--- src/rtl/i2c_txn_arbiter.sv ---
// Round-robin sequencer that shares one I2C master engine among N_REQ requesters.
// It handles grant, operand load, start strobe, NACK retry, bus-free gap, watchdog and tagged response.
module i2c_txn_arbiter #(
  parameter int N_REQ     = 4,
  parameter int MAX_RETRY = 2,
  parameter int GAP_CYC   = 40,
  parameter int TMO_CYC   = 4096
) (
  input  logic                 clk,
  input  logic                 rst,
  input  logic [N_REQ-1:0]     req,
  input  logic [8*N_REQ-1:0]   req_adr_com,
  input  logic [8*N_REQ-1:0]   req_adr_reg,
  input  logic [8*N_REQ-1:0]   req_dat,
  output logic [N_REQ-1:0]     gnt,
  output logic                 rsp_valid,
  output logic [2:0]           rsp_id,
  output logic [1:0]           rsp_err,
  output logic [7:0]           rsp_dat,
  output logic                 busy,
  output logic                 m_st,
  output logic [7:0]           m_adr_com,
  output logic [7:0]           m_adr_reg,
  output logic [7:0]           m_dat_reg,
  input  logic                 m_en_tx,
  input  logic                 m_err_ac,
  input  logic [7:0]           m_rx_dat
);

  localparam int IW = (N_REQ > 1) ? $clog2(N_REQ) : 1;
  localparam int WW = $clog2(TMO_CYC + 1);
  localparam int GW = $clog2(GAP_CYC + 1);
  localparam logic [2:0] MAXR = 3'(MAX_RETRY);
  localparam logic [1:0] E_OK = 2'b00, E_NACK = 2'b01, E_TMO = 2'b10;

  typedef enum logic [2:0] {
    S_IDLE, S_LOAD, S_START, S_WAITEN, S_RUN, S_CHECK, S_GAP
  } state_t;

  state_t            r_state;
  logic [IW-1:0]     r_ptr;
  logic [2:0]        r_retry;
  logic              r_pend;
  logic [WW-1:0]     r_wd;
  logic [GW-1:0]     r_gap;
  logic              r_en_q;
  logic [N_REQ-1:0]  r_gnt;
  logic              r_rsp_valid;
  logic [2:0]        r_rsp_id;
  logic [1:0]        r_rsp_err;
  logic [7:0]        r_rsp_dat;
  logic              r_st;
  logic [7:0]        r_adr_com;
  logic [7:0]        r_adr_reg;
  logic [7:0]        r_dat_reg;

  logic [IW-1:0]     w_win;
  logic [IW-1:0]     w_cand;
  logic              w_any;
  logic              w_fall;
  logic              w_tmo;
  logic              w_done;
  logic              w_rsp;

  // Search starts one past the last winner, so the requester just served is last in line.
  always_comb begin
    w_any  = 1'b0;
    w_win  = r_ptr;
    w_cand = r_ptr;
    for (int k = 1; k <= N_REQ; k++) begin
      w_cand = IW'((int'(r_ptr) + k) % N_REQ);
      if (!w_any && req[w_cand]) begin
        w_any = 1'b1;
        w_win = w_cand;
      end
    end
  end

  // The watchdog runs from the start strobe, so both the no-enable and stuck-enable limits share one counter.
  always_comb begin
    w_fall = r_en_q & ~m_en_tx;
    w_tmo  = ((r_state == S_WAITEN) && !m_en_tx && (r_wd == WW'(3))) ||
             ((r_state == S_RUN) && !w_fall && (r_wd == WW'(TMO_CYC - 1)));
    w_done = (r_state == S_CHECK) && !(m_err_ac && (r_retry < MAXR));
    w_rsp  = w_tmo | w_done;
  end

  always_ff @(posedge clk) begin
    if (rst) begin
      r_state     <= S_IDLE;
      r_ptr       <= IW'(N_REQ - 1);
      r_retry     <= '0;
      r_pend      <= 1'b0;
      r_wd        <= '0;
      r_gap       <= '0;
      r_en_q      <= 1'b0;
      r_gnt       <= '0;
      r_rsp_valid <= 1'b0;
      r_rsp_id    <= '0;
      r_rsp_err   <= '0;
      r_rsp_dat   <= '0;
      r_st        <= 1'b0;
      r_adr_com   <= '0;
      r_adr_reg   <= '0;
      r_dat_reg   <= '0;
    end else begin
      r_rsp_valid <= 1'b0;
      r_st        <= 1'b0;
      r_en_q      <= m_en_tx;
      case (r_state)
        S_IDLE: begin
          // A master still busy (e.g. across our reset) blocks any new grant.
          if (w_any && !m_en_tx) begin
            r_adr_com    <= req_adr_com[8*w_win +: 8];
            r_adr_reg    <= req_adr_reg[8*w_win +: 8];
            r_dat_reg    <= req_dat[8*w_win +: 8];
            r_gnt        <= '0;
            r_gnt[w_win] <= 1'b1;
            r_ptr        <= w_win;
            r_retry      <= '0;
            r_pend       <= 1'b0;
            r_state      <= S_LOAD;
          end
        end
        S_LOAD: r_state <= S_START;
        S_START: begin
          r_st    <= 1'b1;
          r_wd    <= '0;
          r_state <= S_WAITEN;
        end
        S_WAITEN: begin
          r_wd <= r_wd + 1'b1;
          if (m_en_tx) r_state <= S_RUN;
        end
        S_RUN: begin
          r_wd <= r_wd + 1'b1;
          if (w_fall) r_state <= S_CHECK;
        end
        S_CHECK: begin
          if (m_err_ac && (r_retry < MAXR)) begin
            r_retry <= r_retry + 1'b1;
            r_pend  <= 1'b1;
            r_gap   <= '0;
            r_state <= S_GAP;
          end
        end
        S_GAP: begin
          if (r_gap == GW'(GAP_CYC - 1)) begin
            r_gap   <= '0;
            r_pend  <= 1'b0;
            r_state <= r_pend ? S_START : S_IDLE;
          end else begin
            r_gap <= r_gap + 1'b1;
          end
        end
        default: r_state <= S_IDLE;
      endcase

      // Final outcome of a grant: this overrides the per-state transition above.
      if (w_rsp) begin
        r_rsp_valid <= 1'b1;
        r_rsp_id    <= 3'(r_ptr);
        r_rsp_err   <= w_tmo ? E_TMO : (m_err_ac ? E_NACK : E_OK);
        r_rsp_dat   <= (!w_tmo && !m_err_ac && r_adr_com[0]) ? m_rx_dat : 8'h00;
        r_gnt       <= '0;
        r_pend      <= 1'b0;
        r_gap       <= '0;
        r_state     <= S_GAP;
      end
    end
  end

  assign gnt       = r_gnt;
  assign rsp_valid = r_rsp_valid;
  assign rsp_id    = r_rsp_id;
  assign rsp_err   = r_rsp_err;
  assign rsp_dat   = r_rsp_dat;
  assign busy      = (r_state != S_IDLE);
  assign m_st      = r_st;
  assign m_adr_com = r_adr_com;
  assign m_adr_reg = r_adr_reg;
  assign m_dat_reg = r_dat_reg;

endmodule

--- config.mk ---
export PLATFORM = sky130hd
export DESIGN_NAME = i2c_txn_arbiter
export DESIGN_NICKNAME = d
export VERILOG_FILES = /design/src/rtl/i2c_txn_arbiter.sv
export SDC_FILE = /design/constraint.sdc
export NUM_CORES = 1
export LEC_CHECK = 0
export CAP_MARGIN = 10
export CORE_ASPECT_RATIO = 0.7
export CORE_MARGIN = 2
export CORE_UTILIZATION = 48
export CTS_CLUSTER_DIAMETER = 150
export DETAILED_ROUTE_END_ITERATION = 6
export GPL_ROUTABILITY_DRIVEN = 0
export MAX_ROUTING_LAYER = met4
export PLACE_DENSITY = 0.89
export SYNTH_ARGS = -nofsm -noshare
export SYNTH_HDL_FRONTEND = slang
export SYNTH_SLANG_ARGS = --single-unit
export TNS_END_PERCENT = 100
--- constraint.sdc ---
create_clock -name clk -period 3.7 [get_ports clk]
set_input_delay 0.74 -clock clk [delete_from_list [all_inputs] [get_ports clk]]
set_output_delay 0.74 -clock clk [all_outputs]
set_load 0.05 [all_outputs]
==> flow_summary.json <==
{
  "tightest_slew_ns": 0.923,
  "leakagePower_uw": 0.00217,
  "post_cts_resized": 0,
  "via_per_inst": 6.22,
  "synth_area_leaders": "dfxtp_1 36%, a211oi_1 9.2%, and3_1 8.0%",
  "numCtsBuffers": 9,
  "antenna_found_initial": 0,
  "violations": "DRC",
  "hold_buffers": 0,
  "grt_max_degree": 59,
  "cp_top_family": "buffers and inverters",
  "end_kind": "output port",
  "slowest_stage": "clkdlybuf4s50_1",
  "synth_edf_count": 0,
  "largest_register_ffs": 13,
  "path_clk_slew_ns": 0.06,
  "total_power_uw": 2670,
  "multi_input_area_um2": 2360,
  "ant_nets": 0,
  "period_share_pct": 76.8,
  "wl_per_cell_um": 18.8,
  "cts_root_buf": "clkbuf_16",
  "fmax_mhz": 352,
  "critical_path_peak_fanout": 20,
  "synth_top_area_share_pct": 35.7,
  "synth_flop_cell": "dfxtp_1",
  "htreeDepth": 3,
  "io_buffers": 154,
  "ys_types": 61,
  "cp.arrival_ns": 2.10,
  "largest_register": "r_wd",
  "seq_area_um2": 1420,
  "drive_gt1_share_pct": 6.78,
  "syn_inst": 471,
  "finalSetupTns_ns": 0,
  "start_util_pct": 50.0,
  "setup_viol": 0,
  "routed_wl_mm": 13.2,
  "status": "complete, but fails checks",
  "ys_ff_latch": 71,
  "synthTopCellsByCount": "71 x dfxtp_1, 51 x and3_1, 49 x a211oi_1",
  "clock_sinks": 71,
  "rsz0062_at_grt": "no",
  "grt_pass1_vias": 4200,
  "syn_area_um2": 3990,
  "route.detailed.drc": 3,
  "seq_area_frac_synth_pct": 35.7,
  "fp.dieW_um": 113,
  "dp_slack_ns": 0.684,
  "skew_ns": 0.00636,
  "criticalPathCategory": "reg2out",
  "die_area_um2": 9060,
  "grt_pass1_wl_mm": 20.5,
  "async_flop_share_pct": 0,
  "critPathBufInv": 1,
  "min_path_type": "reg2reg",
  "grt_overflow": 0,
  "num_antenna_cells": 0,
  "synth_area_per_cell_um2": 8.46,
  "yosys.cell_count.top_type": "dfxtp_1",
  "fin_crit_ns": 2.84,
  "drtPass1Iterations": 7,
  "fin_ws_ns": 0.859,
  "cpPeakStageDelay_ns": 0.81,
  "max-cap-violations": 0,
  "synth_fp_nets": 586,
  "nets": 715,
  "dpl.hpwl_mm": 9.29,
  "max_slew_margin_pct": 38.5,
  "cp-start-kind": "register",
  "drt_iter0_drc": 375,
  "yosys_warnings": 0,
  "area_growth_pct": 46.4,
  "cts_tree": "built",
  "synth_top_cell_by_area": "dfxtp_1",
  "timing.final.hold_violations": 0,
  "die_y_um": 80.2,
  "power.density_nw_per_um2": 457,
  "crit_chain": "or3_4 -> clkdlybuf4s50_1",
  "post_cts_buffers": 0,
  "fillers": 599,
  "vdd_drop_max_uv": 305,
  "fp-row-count": 27,
  "drv_slew": 0,
  "grt_util_all_layers_pct": 28.9,
  "vias": 4391,
  "clk_path_buf_depth": 2,
  "clk_latency_ns": 0.33,
  "ioPinCount": 156,
  "worst_ep_required_time_ns": 2.96,
  "core_area_um2": 7970
}
final cells by class:
class,count,area share [%]
multi-input combinational,353,40.5
timing repair buffer,164,27.6
inverter,1,0.0643
tap,101,2.17
clock inverter,6,1.18
sequential,71,24.4
clock buffer,10,4.10
report_power, final:
part,leakage [uW],switching (uW),internal [uW]
sequential,0.000577,58.3,824
combinational,0.00146,529,370
clock,0.000137,344,542
placed cells by master (no fill, tap or decap), types with 5 or more instances in the layout:
cell type        netlist  routed
clkbuf_16              0       9
nand3_1                9       9
and3_1                51      51
nor2_1                28      28
nand4_1                5       5
a31oi_1                6       6
nor2b_1                5       5
a21oi_1               23      23
mux2i_1                6       6
dfxtp_1               71      71
a211oi_1              49      49
nor4_1                 5       5
nand2b_1              13      13
a22o_1                 8       8
buf_4                  1      10
o21ai_0                9       9
clkdlybuf4s50_1        0     153
or3_1                  7       7
nand2_1               16      16
nand3b_1              27      27
o31ai_1               24      24
routing by layer:
metal	vias up	part of all wire [%]	track usage, %
met3	17	6.1	5.13
met4	0	1.2	8.17
met1	2102	43	36.0
li1	2065	-	-
met2	207	50	48.9
met5	-	0	-
worst min-delay path, cell delays in order, from the launching register on:
cell and delay (ns):
dfxtp_1 0.32, nand2_1 0.06, a21oi_1 0.05
through the flow:
stage | hold slack, ns | cell area, um^2 | util [%] | instances
after global placement | 0.460 | 5530 | 69.3 | 690
after detailed placement | 0.453 | 5530 | 69.3 | 690
after global routing | 0.479 | 5830 | 73.2 | 706
final | 0.470 | 5830 | 73.2 | 706
after CTS | 0.467 | 5830 | 73.2 | 706
after floorplan | 0.471 | 3990 | - | 471
path summary, 6_finish.rpt:
check	from	to	slack, ns	cells past startpoint
max	r_state[1]	busy	0.86	2
min	gnt[0]	gnt[0]	0.47	2
max reg2reg	r_wd[0]	r_pend	1.34	6
min reg2reg	gnt[0]	gnt[0]	0.47	2
cells by family after synthesis:
logic type | Yosys count | synth area share [%]
xor gates and xnor gates | 1 | 0.220
adders and majority gates | 3 | 0.942
muxes | 8 | 2.07
other | 1 | 0.0941
DFF | 71 | 35.7
and+or+nand+nor | 190 | 28.6
AOI/OAI and AO/OA | 150 | 27.4
buffers and inverters | 47 | 5.02
Note: power is estimated with default switching activity, not from simulation.
